<file path="src/rtl/seg7_mux_dimmer_if.sv">
// rtl/seg7_mux_dimmer_if.sv - digit/brightness inputs and display drive outputs of seg7_mux_dimmer (SEG7_DP_EN adds dp1)
interface seg7_mux_dimmer_if;
  logic [3:0] digit1;
  logic [3:0] digit10;
  logic       blank_lz;
  logic [6:0] duty;
  logic       seg_pol;
  logic       com_pol;
`ifdef SEG7_DP_EN
  logic       dp1;
`endif
  logic [7:0] seg_out;
  logic       com1;
  logic       com10;
  logic       frame;

  // Producer side: dice core / register block feeding the display back-end
  modport master (
`ifdef SEG7_DP_EN
    output dp1,
`endif
    output digit1, digit10, blank_lz, duty, seg_pol, com_pol,
    input  seg_out, com1, com10, frame
  );

  // Display back-end side
  modport slave (
`ifdef SEG7_DP_EN
    input  dp1,
`endif
    input  digit1, digit10, blank_lz, duty, seg_pol, com_pol,
    output seg_out, com1, com10, frame
  );
endinterface

</file>
<file path="src/rtl/seg7_mux_dimmer.sv">
// rtl/seg7_mux_dimmer.sv - two-digit 7-segment multiplexer with PWM dimming and polarity straps (optional SEG7_DP_EN)
module seg7_mux_dimmer #(
  parameter int MUX_DIV  = 1024,
  parameter int PWM_BITS = 7
) (
  input  logic               clk,
  input  logic               rst,
  seg7_mux_dimmer_if.slave   dsp
);

  localparam int CW = $clog2(MUX_DIV);

  logic [CW-1:0]       pcnt;
  logic                slot;
  logic                wrap;
  logic [3:0]          lat_val;
  logic                lat_blank;
  logic [PWM_BITS-1:0] lat_duty;
  logic [PWM_BITS-1:0] ph;
  logic                on;
  logic                dp_bit;
  logic [7:0]          seg_r;
  logic                c1_r;
  logic                c10_r;
  logic                frame_r;

  // Segment pattern {g,f,e,d,c,b,a}; 10-14 show a dash, 15 is blank
  function automatic logic [6:0] decode(input logic [3:0] v);
    logic [6:0] s;
    s = 7'h00;
    case (v)
      4'd0:    s = 7'h3F;
      4'd1:    s = 7'h06;
      4'd2:    s = 7'h5B;
      4'd3:    s = 7'h4F;
      4'd4:    s = 7'h66;
      4'd5:    s = 7'h6D;
      4'd6:    s = 7'h7D;
      4'd7:    s = 7'h07;
      4'd8:    s = 7'h7F;
      4'd9:    s = 7'h6F;
      4'd15:   s = 7'h00;
      default: s = 7'h40;
    endcase
    return s;
  endfunction

  assign wrap = (pcnt == CW'(MUX_DIV - 1));

  // Slot prescaler: one full count per digit slot
  always_ff @(posedge clk) begin
    if (rst) pcnt <= '0;
    else     pcnt <= wrap ? '0 : pcnt + 1'b1;
  end

  // Digit slot select, flips at the end of every slot (0 = units, 1 = tens)
  always_ff @(posedge clk) begin
    if (rst)       slot <= 1'b0;
    else if (wrap) slot <= ~slot;
  end

  // Capture the next slot's digit and brightness so mid-slot changes stay invisible
  always_ff @(posedge clk) begin
    if (rst) begin
      lat_val   <= 4'd15;
      lat_blank <= 1'b1;
      lat_duty  <= '0;
    end else if (wrap) begin
      lat_val   <= slot ? dsp.digit1 : dsp.digit10;
      lat_blank <= ~slot && dsp.blank_lz && (dsp.digit10 == 4'd0);
      lat_duty  <= dsp.duty;
    end
  end

`ifdef SEG7_DP_EN
  logic lat_dp;

  // Decimal point belongs to the units digit only; cleared when the tens slot starts
  always_ff @(posedge clk) begin
    if (rst)       lat_dp <= 1'b0;
    else if (wrap) lat_dp <= slot && dsp.dp1;
  end

  assign dp_bit = lat_dp;
`else
  assign dp_bit = 1'b0;
`endif

  // PWM phase is the top bits of the prescaler, so each slot holds exactly one PWM period;
  // duty <= 127 keeps the last phase step dark, separating the two commons in time
  assign ph = pcnt[CW-1 -: PWM_BITS];
  assign on = (ph < lat_duty) && !lat_blank && (lat_val != 4'd15);

  // Registered segment and common drive, internal active-high sense
  always_ff @(posedge clk) begin
    if (rst) begin
      seg_r <= '0;
      c1_r  <= 1'b0;
      c10_r <= 1'b0;
    end else begin
      seg_r <= on ? {dp_bit, decode(lat_val)} : 8'h00;
      c1_r  <= on && !slot;
      c10_r <= on && slot;
    end
  end

  // Frame marker at the start of each units slot
  always_ff @(posedge clk) begin
    if (rst) frame_r <= 1'b0;
    else     frame_r <= (pcnt == '0) && !slot;
  end

  assign dsp.seg_out = dsp.seg_pol ? seg_r : ~seg_r;
  assign dsp.com1    = c1_r  ? dsp.com_pol : ~dsp.com_pol;
  assign dsp.com10   = c10_r ? dsp.com_pol : ~dsp.com_pol;
  assign dsp.frame   = frame_r;

endmodule

</file>
<file path="src/flat_wrapper.sv">
// flat-port wrapper written by rule: the top's interface ports become plain ports
module seg7_mux_dimmer_flat 
#(
  parameter int MUX_DIV  = 1024,
  parameter int PWM_BITS = 7
)
  (clk, rst, dsp_digit1, dsp_digit10, dsp_blank_lz, dsp_duty, dsp_seg_pol, dsp_com_pol, dsp_seg_out, dsp_com1, dsp_com10, dsp_frame);
  seg7_mux_dimmer_if dsp_i ();
  input  logic clk;
  input  logic rst;
  input wire logic [$bits(dsp_i.digit1)-1:0] dsp_digit1;
  input wire logic [$bits(dsp_i.digit10)-1:0] dsp_digit10;
  input wire logic [$bits(dsp_i.blank_lz)-1:0] dsp_blank_lz;
  input wire logic [$bits(dsp_i.duty)-1:0] dsp_duty;
  input wire logic [$bits(dsp_i.seg_pol)-1:0] dsp_seg_pol;
  input wire logic [$bits(dsp_i.com_pol)-1:0] dsp_com_pol;
  output wire logic [$bits(dsp_i.seg_out)-1:0] dsp_seg_out;
  output wire logic [$bits(dsp_i.com1)-1:0] dsp_com1;
  output wire logic [$bits(dsp_i.com10)-1:0] dsp_com10;
  output wire logic [$bits(dsp_i.frame)-1:0] dsp_frame;
  assign dsp_i.digit1 = dsp_digit1;
  assign dsp_i.digit10 = dsp_digit10;
  assign dsp_i.blank_lz = dsp_blank_lz;
  assign dsp_i.duty = dsp_duty;
  assign dsp_i.seg_pol = dsp_seg_pol;
  assign dsp_i.com_pol = dsp_com_pol;
  assign dsp_seg_out = dsp_i.seg_out;
  assign dsp_com1 = dsp_i.com1;
  assign dsp_com10 = dsp_i.com10;
  assign dsp_frame = dsp_i.frame;
  seg7_mux_dimmer #(.MUX_DIV(MUX_DIV), .PWM_BITS(PWM_BITS)) u_core (.clk(clk), .rst(rst), .dsp(dsp_i));
endmodule
</file>
<file path="config.mk">
export PLATFORM = sky130hd
export DESIGN_NAME = seg7_mux_dimmer_flat
export DESIGN_NICKNAME = d
export VERILOG_FILES = /design/src/rtl/seg7_mux_dimmer_if.sv /design/src/rtl/seg7_mux_dimmer.sv /design/src/flat_wrapper.sv
export SDC_FILE = /design/constraint.sdc
export NUM_CORES = 1
export LEC_CHECK = 0
export ABC_AREA = 1
export BUFFER_PORTS_ARGS = -buffer_cell sky130_fd_sc_hd__buf_2
export CAP_MARGIN = 20
export CORE_MARGIN = 1.5
export CORE_UTILIZATION = 51
export DETAILED_ROUTE_END_ITERATION = 6
export MAX_ROUTING_LAYER = met4
export PLACE_DENSITY = 0.78
export SLEW_MARGIN = 20
export SYNTH_ARGS = -nofsm -noshare
export SYNTH_HDL_FRONTEND = slang
export SYNTH_SLANG_ARGS = --single-unit
</file>
<file path="constraint.sdc">
create_clock -name clk -period 1.85 [get_ports clk]
set_input_delay 0.185 -clock clk [delete_from_list [all_inputs] [get_ports clk]]
set_output_delay 0.185 -clock clk [all_outputs]
set_load 0.1 [all_outputs]
</file>
### After elaboration in Yosys (flattened, before gate mapping)

Memories as Yosys holds them, arrays and structs flattened. A register that Yosys moved wholly into a read port is not among the register bits.
Index checks and enable logic that the tools add are counted.

| storage, ports and cells | value |
|---|---|
| word-level logic and storage cells | 35 |
| memories kept | 1 |
| ROM bits | 112 |
| register bits after elaboration | 27 |
| output and inout port bits | 11 |
| bits of input ports | 20 |

| cells by class | value |
|---|---|
| magnitude comparators | 1 |
| mux-type cells | 4 |
| add/sub/neg operators | 1 |
| bitwise operators | 4 |
| reductions and logical operators | 13 |
| eq/ne operators | 2 |

Memories:

| name | depth | bits a word | read ports | clocked after Yosys merged registers in | write ports | RTL line | text |
|---|---|---|---|---|---|---|---|
| (no name shown) | 16 | 7 | 1 | 1 | 0 | seg7_mux_dimmer.sv:31 | `case (v)` |

Operators by type and width:

| cell | count |
|---|---|
| 10-bit by 1-bit adder with 10-bit output, second input constant | 1 |
| 10-bit equality test, second input constant | 1 |
| 10-bit logical NOT | 1 |
| 8-bit two-way mux | 1 |
| 8-bit NOT | 1 |
| 1-bit logical AND | 7 |
| 7-bit < comparator | 1 |
| 4-bit logical NOT | 1 |
| 4-bit two-way mux | 1 |
| 4-bit inequality test, second input constant | 1 |
| 2-bit OR reduction | 2 |
| 1-bit NOT | 3 |
| 1-bit logical NOT | 2 |
| 1-bit two-way mux | 2 |

### Logic depth before layout (Yosys ltp)

Gate-level depths: netlist of run 1.

| depth | value |
|---|---|
| depth in word-level cells | 5 |
| mapped depth | 11 |
| depth with buffers taken out | 11 |

### Worst setup path after synthesis of run 1

Ideal clock, no wire load.

| path | value |
|---|---|
| path kind | input -> output |
| from | in dsp_seg_pol |
| to | out dsp_seg_out[0] |
| arrival | 2.027 ns |
| stages | 2 |
| slack | -0.362 ns |
| buffers on the path | 1 |
| required time | 1.665 ns |
| cells stage by stage | clkbuf_1 -> xnor2_1 |

| on the way | value |
|---|---|
| word-level cells in the longest chain between the ends | 1 |

Ends and longest elaborated chain:

| what | RTL line | text |
|---|---|---|
| start: declaration | flat_wrapper.sv:15 | `input wire logic [$bits(dsp_i.seg_pol)-1:0] dsp_seg_pol;` |
| 8-bit two-way mux | seg7_mux_dimmer.sv:113 | `assign dsp.seg_out = dsp.seg_pol ? seg_r : ~seg_r;` |
| end: declaration | flat_wrapper.sv:17 | `output wire logic [$bits(dsp_i.seg_out)-1:0] dsp_seg_out;` |

Every way passes these cells.

### Worst setup path in the final report of run 1

| path | value |
|---|---|
| from | reg u_core.pcnt[0] |
| to | reg u_core.lat_val[0] |

| on the way | value |
|---|---|
| word-level cells in the longest chain between the ends | 1 |

Ends and longest elaborated chain:

| what | RTL line | text |
|---|---|---|
| start: declaration | seg7_mux_dimmer.sv:13 | `logic [CW-1:0] pcnt;` |
| start signal: assignment | seg7_mux_dimmer.sv:53 | `else pcnt <= wrap ? '0 : pcnt + 1'b1;` |
| 10-bit equality test | seg7_mux_dimmer.sv:48 | `assign wrap = (pcnt == CW'(MUX_DIV - 1));` |
| end signal: assignment | seg7_mux_dimmer.sv:69 | `lat_val <= slot ? dsp.digit1 : dsp.digit10;` |
| end: declaration | seg7_mux_dimmer.sv:16 | `logic [3:0] lat_val;` |

Every way passes these cells.
A chain may end at the register's enable or synchronous reset.

==> results of run 1 <==
-- routing by layer --
metal	routed length, um	part of all wire, %	GRT usage [%]	vias up
met5	0	0	-	-
met4	44	1.5	6.69	0
met3	159	5.3	5.67	4
met2	1420	47	29.6	29
met1	1400	46	20.9	621
li1	-	-	-	811
-- worst min-delay path: stages --
cell and delay, ns:
buf_2 0.07, nor2_1 0.03, nor2_1 0.08
-- cell usage in the layout (no fill, tap or decap) --
master	Yosys	routed
nand2_1	57	57
nor2_1	39	39
inv_1	38	38
dfxtp_1	33	33
buf_2	1	30
ha_1	15	15
nand3_1	13	13
a21oi_1	8	8
xnor2_1	9	7
o21ai_0	7	7
nor3_1	5	5
clkbuf_4	0	5
nand4_1	3	3
xnor2_2	0	2
nand2_2	2	2
xor2_1	2	2
bufinv_16	0	2
buf_4	1	2
a31oi_1	1	1
nand3_2	1	1
nor3_4	1	1
o21bai_1	1	1
mux2i_1	1	1
a22o_1	1	1
clkinv_2	0	1
-- sequential cells by signal, summed over array words and instances (netlist names) --
signal	cells
u_core.c10_r	1
u_core.c1_r	1
u_core.dsp.frame	1
u_core.lat_blank	1
u_core.lat_duty	7
u_core.lat_val	4
u_core.pcnt	10
u_core.seg_r	7
u_core.slot	1
-- power by group through the flow --
stage	Clock (uW)	Combinational [uW]	Sequential (uW)
2_1_floorplan	0	125	755
5_1_grt	713	195	725
3_5_place_dp	0	182	740
6_report	673	181	723
4_1_cts	684	182	723
3_3_place_gp	0	182	739
-- metrics by stage --
step	hold slack (ns)	instances	setup slack (ns)	setup TNS (ns)
4_1_cts	0.0535	323	0.330	0
3_5_place_dp	0.412	315	0.362	0
6_report	0.0617	323	0.350	0
5_1_grt	0.0582	323	0.151	0
3_3_place_gp	0.408	315	0.396	0
2_1_floorplan	0.320	243	-0.362	-2.54
-- worst min path at each step --
stage	endpoint	cells past startpoint	slack, ns	start
finish	u_core.lat_duty[4]	3	0.06	dsp_duty[4]
global route	u_core.lat_duty[6]	3	0.06	dsp_duty[6]
CTS	u_core.lat_duty[4]	3	0.05	dsp_duty[4]
detailed placement	u_core.lat_duty[0]	3	0.41	dsp_duty[0]
global placement	u_core.lat_duty[1]	3	0.41	dsp_duty[1]
floorplan	u_core.lat_duty[0]	2	0.32	dsp_duty[0]
-- cell type report --
cell class / count / share of cell area [%]
multi-input cells: 166 / 44.8
clock buffers: 5 / 1.84
repair buffers: 32 / 8.08
clock inverters: 3 / 3.18
inverters: 38 / 6.98
well taps: 46 / 2.82
flip-flops and latches: 33 / 32.3
-- kinds of logic (layout without fill, tap and decap cells) --
family	Yosys count	count (layout)	share of synthesized area, %
buf+inv	44	78	10.2
simple gates	121	121	29.2
xor+xnor	11	11	5.54
fa+ha+maj	15	15	10.8
mux	1	1	0.576
flops	33	33	38.0
compound gates	18	18	5.62
==> impl_results.md, run 1 <==
- Ys async rst share: 0%
- DP HPWL: 2300 um
- Syn. warnings: 0
- Max_slew headroom: 68.0%
- Clock Sinks: 33
- FILL cells: 333
- Cells after Synth: 243
- Register Area: 661 um2
- Die span in y: 61.4 um
- Distinct cells, synth: 23
- Mapped Area: 0.00174 mm2
- HP Class: input pin to flip-flop
- Cell leakage power: 0.00105 uW
- Core area: 0.00331 mm2
- Final ANT Viol Nets: 0
- Layout cell share with drive strength beyond 1: 16.6%
- Fmax: 667 MHz
- Num ports: 31
- Fin crit share: 81.1%
- Slowest CP cell: dfxtp_1
- Maximum vdd drop: 0.531 mV
- CTS buffer count: 5
- Layout Skew: 0.0107 ns
- Total gr overflow: 0
- Post-Route WL: 3030 um
- Drt drc: 0
- Unrepaired setup endpoints after global routing: false
- Final net count: 311
- Register area share after synthesis: 38.0%
- Synthesized area per cell: 7.15 um2
- Drt via density: 4.54
- Combinational power share: 11.5%
- Biggest area consumer among synthesized cells: dfxtp_1
- #FFs+latches synth: 33
- Crit path launch: u_core.pcnt[0]
- Final max-slew violation count: 0
- Die width: 61.4 um
- Power Dens Cells: 772 mW/mm2
- RR Startpoint: u_core.pcnt[0]
- Post-layout min period: 1.50 ns
- Largest net degree at the start of global routing: 23
- Delay of the slowest cell on the worst path: 0.39 ns
- Worst-path cell chain: ha_1 -> nand3_2 -> nor3_4 -> nand2_2 -> buf_4 -> inv_1 -> nand2_1 -> nand3_1
- R2R Path End: u_core.lat_val[0]
- Startpoint class of the critical path: flip-flop
- Worst Path Arrival: 1.79 ns
- Total Power: 1580 uW
- CTS tree: yes
- Routed length per instance: 9.37 um
- Via count: 1465
- PortBufs: 30
- Status: complete, no violations
- Switching share of power: 25.3%
- Worst path top cell family by delay: simple AND/OR/NAND/NOR gates
- Setup-failing EPs final: 0
- Synth top area cells: dfxtp_1 38%, nand2_1 12%, ha_1 11%, nor2_1 8.4%, inv_1 8.2%
- Multi-input logic area: 915 um2
- Initial Util: 52.5%
- Clock buffer depth: 2
- Sw Pwr: 399 uW
- Die area: 0.00377 mm2
- Crit end category: flip-flop
- Int Power: 1180 uW
- Flop2flop setup slack: 0.35 ns
- Commonest cells post-synth: 57 x nand2_1, 39 x nor2_1, 38 x inv_1
- Area share of the largest cell type after synthesis: 38.0%
- Synth Net Count: 278
- Initial antenna violation count: 0
- Skew-Pair Late Insertion Delay: 0.34 ns
- DRT Pass-1 Iters: 4
- Hold buffer count at cts: 0
- Clock root cell: clkbuf_4
- Number of max-cap violations: 0
- Antenna Cells: 0
- CP endpoint: u_core.lat_val[0]
- CP max FO: 22
- Vias in the first global route: 1191
- Area Overhead vs Synth: 17.6%
- WP buf/inv: 2
- Worst-Margin Slew: 0.483 ns
- Clk pwr share: 42.7%
- Post-route cell area: 0.00204 mm2
- Gates resized, CTS repair: 0
- Cell row count: 21
- R2R depth: 8
- GRT Resource Usage Total: 18.1%
- H-tree levels: 2
- Main flop type after synthesis: dfxtp_1
- CTS clk-pin slew, worst paths: 0.10 ns
- Worst EP required: 2.14 ns
- Finished Core Util: 61.7%
- EDFF count, synth: 0
- Most common cell in the synthesized netlist: nand2_1
- Gp weighted congestion: 0.855
- Sequential share of power: 45.8%
- Global-route wire length before repair: 4860 um
- Levels on crit path: 8
- Fin. Hold Viols: 0
- Post-DP Area: 0.00194 mm2
- Setup repair bufs after CTS: 0
- 1st-iter DRT viols: 23
- Crit Path Class: flip-flop to flip-flop
Note: power is estimated with default switching activity, not from simulation.
==> run 2, diff against run 1 <==
Settings changed: CORE_UTILIZATION 51 to 49.
Clock period 1.85 ns to 1.23 ns, I/O delays scaled along.
==> run 2 against run 1 <==
The flow now finishes with violations (hold timing, setup timing). Via count is 26% higher. Global-route usage is 5.7 points higher. Non-clock buffer count is 26 higher. Setup slack worse by 0.52 ns. Total power is 42% higher. Sequential share of layout area is 7.6 points lower. Clock skew is 0.0060 ns higher. Combinational power is 130% higher. Clock power is 7.6% higher. Sequential cell count stayed put. Largest cell class unchanged.
==> impl_results.md, run 2 (synthesis gave the netlist of run 1 again) <==
- Drt drc: 0 (unchanged)
- HP Class: input pin to flip-flop
- Worst Path Arrival: 1.69 ns (-0.10 ns)
- Num ports: 31 (unchanged)
- Number of max-cap violations: 0 (unchanged)
- Antenna Cells: 0 (unchanged)
- Worst-path cell chain: inv_2 -> ha_4 -> nand2_2 -> inv_2 -> nand2_1 -> nand2_1 -> nand2_2 -> nand2_2 -> nand2_4 -> nand2_8 -> nor2_2
- Initial antenna violation count: 0 (unchanged)
- Vias in the first global route: 1715 (+44%)
- Crit Path Class: flip-flop to flip-flop
- Via count: 1842 (+26%)
- PortBufs: 30 (unchanged)
- Total gr overflow: 0 (unchanged)
- H-tree levels: 2 (unchanged)
- R2R Path End: u_core.seg_r[6]
- Setup-failing EPs final: 25 (+25)
- Power Dens Cells: 798 mW/mm2 (+3.4%)
- Max reg flops: 10 (unchanged)
- CTS buffer count: 5 (unchanged)
- Startpoint class of the critical path: flip-flop
- Final worst slack: -0.167 ns (-0.517 ns)
- Most frequent cells in the layout: 47 x nand2_1, 31 x inv_1, 27 x nor2_1
- Clock buffer depth: 2 (unchanged)
- Maximum vdd drop: 0.647 mV (+22%)
- WHS: -0.00358 ns (-0.0653 ns)
- Biggest regs: u_core.pcnt: 10 flops, u_core.lat_duty: 7 flops, u_core.seg_r: 7 flops
- Failing checks: hold timing, setup timing
- Status: finished with violations
- Drt via density: 5.26 (+16%)
- Post-Route WL: 5220 um (+73%)
- Hold EP: u_core.lat_duty[6]
- Multi-input logic area: 0.00129 mm2 (+41%)
- Delay of the slowest cell on the worst path: 0.34 ns (-0.05 ns)
- Global-route wire length before repair: 7260 um (+49%)
- CTS tree: yes
- Top reg by flops: u_core.pcnt
- Layout Skew: 0.0167 ns (+0.00596 ns)
- Most common cell on crit path: nand2_2
- RR Startpoint: u_core.lat_duty[2]
- Clock Sinks: 33 (unchanged)
- 1st-iter DRT viols: 129 (+460%)
- Worst EP required: 1.52 ns (-0.62 ns)
- Flop2flop setup slack: -0.17 ns (-0.52 ns)
- Hold_sp: dsp_duty[6]
- Post-layout min period: 1.40 ns (-0.103 ns)
- Min-Delay Path Depth: 3 (unchanged)
- Die area: 0.00391 mm2 (+3.9%)
- Layout cell share with drive strength beyond 1: 46.4% (+30 points)
- GRT Resource Usage Total: 23.8% (+5.7 points)
- Worst path top cell family by delay: simple AND/OR/NAND/NOR gates
- Worst-Margin Slew: 0.481 ns (-0.00166 ns)
- Finished Core Util: 83.2% (+21 points)
- Fin crit share: 114% (+33 points)
- Max_slew headroom: 68.1% (+0.11 points)
- CTS clk-pin slew, worst paths: 0.12 ns (+0.02 ns)
- Cell row count: 21 (unchanged)
- Core area: 0.00336 mm2 (+1.6%)
- FILL cells: 201 (-40%)
- Unrepaired setup endpoints after global routing: true
- Die width: 62.6 um (+1.9%)
- Final ANT Viol Nets: 0 (unchanged)
- Initial Util: 51.7% (-0.82 points)
- Gp weighted congestion: 0.805 (-5.8%)
- Crit path launch: u_core.lat_duty[2]
- Commonest non-fill, non-tap cell in the layout: nand2_1
- Largest net degree at the start of global routing: 15 (-35%)
- Final TNS setup: -1.85 ns (-1.85 ns)
- Slowest CP cell: dfxtp_2
- DP HPWL: 2870 um (+25%)
- WP buf/inv: 2 (unchanged)
- Fmax: 716 MHz (+7.3%)
- Clock root cell: clkbuf_4
- Die span in y: 62.6 um (+1.9%)
- DRT Pass-1 Iters: 5 (+1)
- Final max-slew violation count: 0 (unchanged)
- Crit end category: flip-flop
- Cell leakage power: 0.00132 uW (+25%)
- Register Area: 691 um2 (+4.5%)
- CP max FO: 5 (-77%)
- Skew-Pair Late Insertion Delay: 0.35 ns (about the same)
- Final net count: 338 (+8.7%)
- R2R depth: 11 (+3)
- Fin. Hold Viols: 1 (+1)
- Routed length per instance: 14.9 um (+59%)
- Area Overhead vs Synth: 61.0%
-- run 2: cell count changes in the layout (fill, tap and decap cells not counted), sizes merged --
cell	delta
clkinvlp	+1
buf	+24
nand2	+1
bufinv	-2
dlygate4sd3	+1
clkbuf	+3
inv	-1
-- run 2: how the worst max path moves through the flow --
stage / slack (ns) / cells after the start / to
after floorplan: -0.07 / 7 / u_core.slot
after global placement: -0.08 / 7 / u_core.lat_duty[3]
after detailed placement: -0.14 / 10 / u_core.seg_r[2]
after CTS: -0.12 / 10 / u_core.seg_r[1]
after global routing: -0.21 / 11 / u_core.seg_r[6]
final: -0.17 / 11 / u_core.seg_r[6]
-- run 2: timing repair --
item | 4_1_cts | 5_1_grt
resized for setup | 30 | 43
hold endpoints to repair | 0 | 1
pin swaps | 16 | 13
setup buffers | 3 | 1
cloned | 1 | 0
setup endpoints to repair | 34 | 42
hold buffers | 0 | 1
-- run 2: metal layers --
metal	wire length [um]	vias up	share of wire (%)	global-route usage [%]
met1	1880	839	36	24.5
li1	-	870	-	-
met5	0	-	0	-
met3	330	35	6.3	5.05
met4	293	0	5.6	8.89
met2	2720	98	52	44.2
-- run 2: cell type report --
type | instances | area share, %
multi-input combinational | 167 | 46.1
sequential | 33 | 24.7
timing repair buffer | 58 | 19.3
inverter | 38 | 5.32
clock buffer | 7 | 2.33
tap | 46 | 2.06
clock inverter | 1 | 0.179
-- run 2: worst reg2reg max path, cell delays in order, from the launching register on --
cell	delay (ns)
dfxtp_2	0.34
inv_2	0.05
ha_4	0.24
nand2_2	0.08
inv_2	0.04
nand2_1	0.06
nand2_1	0.06
nand2_2	0.07
nand2_2	0.08
nand2_4	0.13
nand2_8	0.09
nor2_2	0.12
-- run 2: where the power goes --
part / internal [uW] / leakage (uW) / switching (uW) / total, uW
clock: 331 / 0.0000413 / 393 / 724
combinational: 169 / 0.000999 / 253 / 422
sequential: 1080 / 0.000275 / 9.48 / 1090
total: 1580 / 0.00132 / 655 / 2230
-- run 2: stage by stage --
| stage | area, um2 | power, uW | hold WS (ns) | setup WS [ns] | cells |
|---|---|---|---|---|---|
| after floorplan | 1950 | 1370 | 0.258 | -0.0692 | 243 |
| after global placement | 2440 | 1510 | 0.342 | -0.0793 | 336 |
| after detailed placement | 2440 | 1520 | 0.352 | -0.140 | 336 |
| after CTS | 2650 | 2200 | 0.00598 | -0.116 | 348 |
| after global routing | 2800 | 2300 | 0.000620 | -0.205 | 350 |
| final | 2800 | 2230 | -0.00358 | -0.167 | 350 |
==> run 3, diff against run 2 <==
Settings changed: ABC_AREA 1 to unset.
==> run 3 against run 2 <==
The flow finishes with violations (setup timing). Non-clock buffer count rose by 7. Clock power decreased by 15%. First-iteration DRC count up 1.6%. Critical endpoint is now u_core.c10_r. Largest cell class unchanged. Largest power group unchanged.
==> impl_results.md, run 3 <==
- Worst-Margin Slew: 0.622 ns (+0.140 ns)
- Main flop type after synthesis: dfxtp_1
- Cell leakage power: 0.00122 uW (-7.3%)
- Biggest regs: u_core.pcnt: 10 flops, u_core.lat_duty: 7 flops, u_core.seg_r: 7 flops
- CP max FO: 9 (+4)
- Fin. Hold Viols: 0 (-1)
- Die span in y: 62.2 um (-0.55%)
- Total Power: 2130 uW (-4.6%)
- Distinct cells, synth: 41 (+78%)
- Drt drc: 0 (unchanged)
- Syn. warnings: 0 (unchanged)
- GRT Resource Usage Total: 27.9% (+4.1 points)
- Clock Sinks: 33 (unchanged)
- Total gr overflow: 0 (unchanged)
- H-tree levels: 2 (unchanged)
- Crit Path Class: flip-flop to flip-flop
- Worst EP required: 1.49 ns (-0.03 ns)
- CTS clk-pin slew, worst paths: 0.12 ns (about the same)
- Post-layout min period: 1.67 ns (+0.271 ns)
- Crit end category: flip-flop
- Cell row count: 21 (unchanged)
- Drt via density: 5.80 (+10%)
- Area Overhead vs Synth: 67.1%
- Layout cell share with drive strength beyond 1: 52.2% (+5.8 points)
- FILL cells: 171 (-15%)
- Area share of the largest cell type after synthesis: 38.5% (+0.44 points)
- Commonest non-fill, non-tap cell in the layout: nor2_1
- Register Area: 689 um2 (-0.18%)
- Fmax: 599 MHz (-16%)
- Slowest CP cell: dfxtp_1
- Fin crit share: 136% (+22 points)
- Final TNS setup: -6.47 ns (-4.62 ns)
- Layout Skew: 0.0239 ns (+0.00725 ns)
- Initial Util: 51.5% (-0.19 points)
- DP HPWL: 3100 um (+7.9%)
- Global-route wire length before repair: 8110 um (+12%)
- 1st-iter DRT viols: 131 (+1.6%)
- Ys async rst share: 0% (unchanged)
- Post-Route WL: 5620 um (+7.7%)
- Largest net degree at the start of global routing: 18 (+3)
- Top reg by flops: u_core.pcnt
- Delay of the slowest cell on the worst path: 0.39 ns (+0.05 ns)
- CTS buffer count: 5 (unchanged)
- Most common cell in the synthesized netlist: dfxtp_1
- Commonest cells post-synth: 33 x dfxtp_1, 31 x nor2_1, 15 x ha_1, 15 x inv_1, 13 x xnor2_1
- Final ANT Viol Nets: 0 (unchanged)
- Clock root cell: clkbuf_4
- Mapped Area: 0.00172 mm2 (-1.2%)
- Final max-slew violation count: 0 (unchanged)
- Worst Path Arrival: 1.93 ns (+0.24 ns)
- Die area: 0.00387 mm2 (-1.1%)
- Initial antenna violation count: 0 (unchanged)
- Via count: 1722 (-6.5%)
- Most frequent cells in the layout: 30 x nor2_1, 19 x buf_2, 19 x buf_4
- Maximum vdd drop: 0.997 mV (+54%)
- Synthesized area per cell: 9.29 um2 (+30%)
- Core area: 0.00334 mm2 (-0.78%)
- Final worst slack: -0.438 ns (-0.271 ns)
- HP Class: input pin to flip-flop
- Unrepaired setup endpoints after global routing: true
- Cells after Synth: 185 (-24%)
- PortBufs: 30 (unchanged)
- Biggest area consumer among synthesized cells: dfxtp_1
- Skew-Pair Late Insertion Delay: 0.37 ns (+0.02 ns)
- Vias in the first global route: 1754 (+2.3%)
- CTS tree: yes
- Routed length per instance: 18.9 um (+27%)
- Status: finished with violations
- Register area share after synthesis: 38.5% (+0.44 points)
- Startpoint class of the critical path: flip-flop
- Antenna Cells: 0 (unchanged)
- #FFs+latches synth: 33 (unchanged)
- DRT Pass-1 Iters: 4 (-1)
- Failing checks: setup timing
- Final std cells w/o fill: 297 (-15%)
- Power Dens Cells: 742 mW/mm2 (-7.0%)
- Clock buffer depth: 2 (unchanged)
- Number of max-cap violations: 0 (unchanged)
- Inst Count DP: 279 (-17%)
- Final net count: 285 (-16%)
- Max_slew headroom: 58.6% (-9.6 points)
- Num ports: 31 (unchanged)
- Multi-input logic area: 0.00136 mm2 (+5.7%)
- EDFF count, synth: 0 (unchanged)
- Pre-CTS WS: -0.303 ns (-0.163 ns)
- Max reg flops: 10 (unchanged)
- Synth Net Count: 220 (-21%)
- Synth top area cells: dfxtp_1 38%, ha_1 11%, nor2_1 6.8%, xnor2_1 6.6%, mux2i_1 4.7%
- Worst-path cell chain: inv_1 -> ha_1 -> a21o_1 -> a31oi_2 -> o21bai_4 -> nor2_1
- Gp weighted congestion: 0.896 (+11%)
- Setup-failing EPs final: 31 (+24%)
- Die width: 62.2 um (-0.55%)
==> run 3: changes by cell type after synthesis, moves of 6 or more <==
cell | previous run | this run
nor2_1 | 39 | 31
inv_1 | 38 | 15
mux2i_1 | 1 | 8
o21ai_0 | 7 | 1
nand2_1 | 57 | 5
nand3_1 | 13 | 4
==> run 3: timing repair <==
action	4_1_cts	5_1_grt
gates cloned	1	0
buffers inserted	3	5
pin swaps	12	11
hold buffers	1	1
gates resized for setup	31	23
setup endpoints to repair	36	36
endpoints found under the hold margin	1	1
==> run 3: final timing paths <==
kind	endpoint	depth (start not counted)	start	slack [ns]
setup / recovery	u_core.c10_r	6	u_core.lat_duty[2]	-0.44
hold / removal	u_core.lat_duty[4]	3	dsp_duty[4]	0.02
setup reg to reg	u_core.c10_r	6	u_core.lat_duty[2]	-0.44
hold reg to reg	u_core.lat_duty[0]	2	u_core.lat_duty[0]	0.52
==> run 3: cell families after synthesis <==
| group | share of synthesized area, % |
|---|---|
| adders and majority gates | 10.9 |
| and+or+nand+nor | 18.3 |
| DFF | 38.5 |
| muxes | 5.32 |
| buffers and inverters | 5.75 |
| AOI/OAI and AO/OA | 13.1 |
| xor gates and xnor gates | 8.16 |
==> run 3: layout make-up <==
class / count / share of cell area (%)
repair buffers: 65 / 22.6
clock buffers: 6 / 1.44
clock inverters: 2 / 0.349
inverters: 15 / 2.09
flip-flops and latches: 33 / 24.0
multi-input cells: 130 / 47.5
well taps: 46 / 2.01
==> run 3: worst max-delay path, delay by kind of cell, from the launching register on <==
kind	cells	cell delay [ns]
AO/OA/AOI/OAI	3	0.58
flip-flops	1	0.39
adder cells (fa/ha/maj)	1	0.33
AND/OR/NAND/NOR	1	0.19
buffers and inverters	1	0.06
==> run 3: stage by stage <==
stage          utilization, %  cell area (um2)  hold WS, ns
2_1_floorplan               -             2000        0.267
3_3_place_gp             75.0             2500        0.355
3_5_place_dp             75.0             2500        0.366
4_1_cts                  82.0             2740      0.00213
5_1_grt                  86.0             2870      0.00335
6_report                 86.0             2870       0.0203
==> run 3: layer usage <==
| layer | GRT usage (%) | vias up | wire length, um |
|---|---|---|---|
| li1 | - | 768 | - |
| met3 | 8.88 | 26 | 438 |
| met4 | 17.8 | 0 | 220 |
| met1 | 26.0 | 832 | 1980 |
| met2 | 49.5 | 96 | 2990 |
| met5 | - | - | 0 |
==> run 3: where the power goes <==
| group | internal [uW] | switching, uW | total [uW] |
|---|---|---|---|
| combinational | 167 | 262 | 429 |
| clock | 217 | 397 | 614 |
| sequential | 1080 | 9.53 | 1090 |
| total | 1460 | 668 | 2130 |
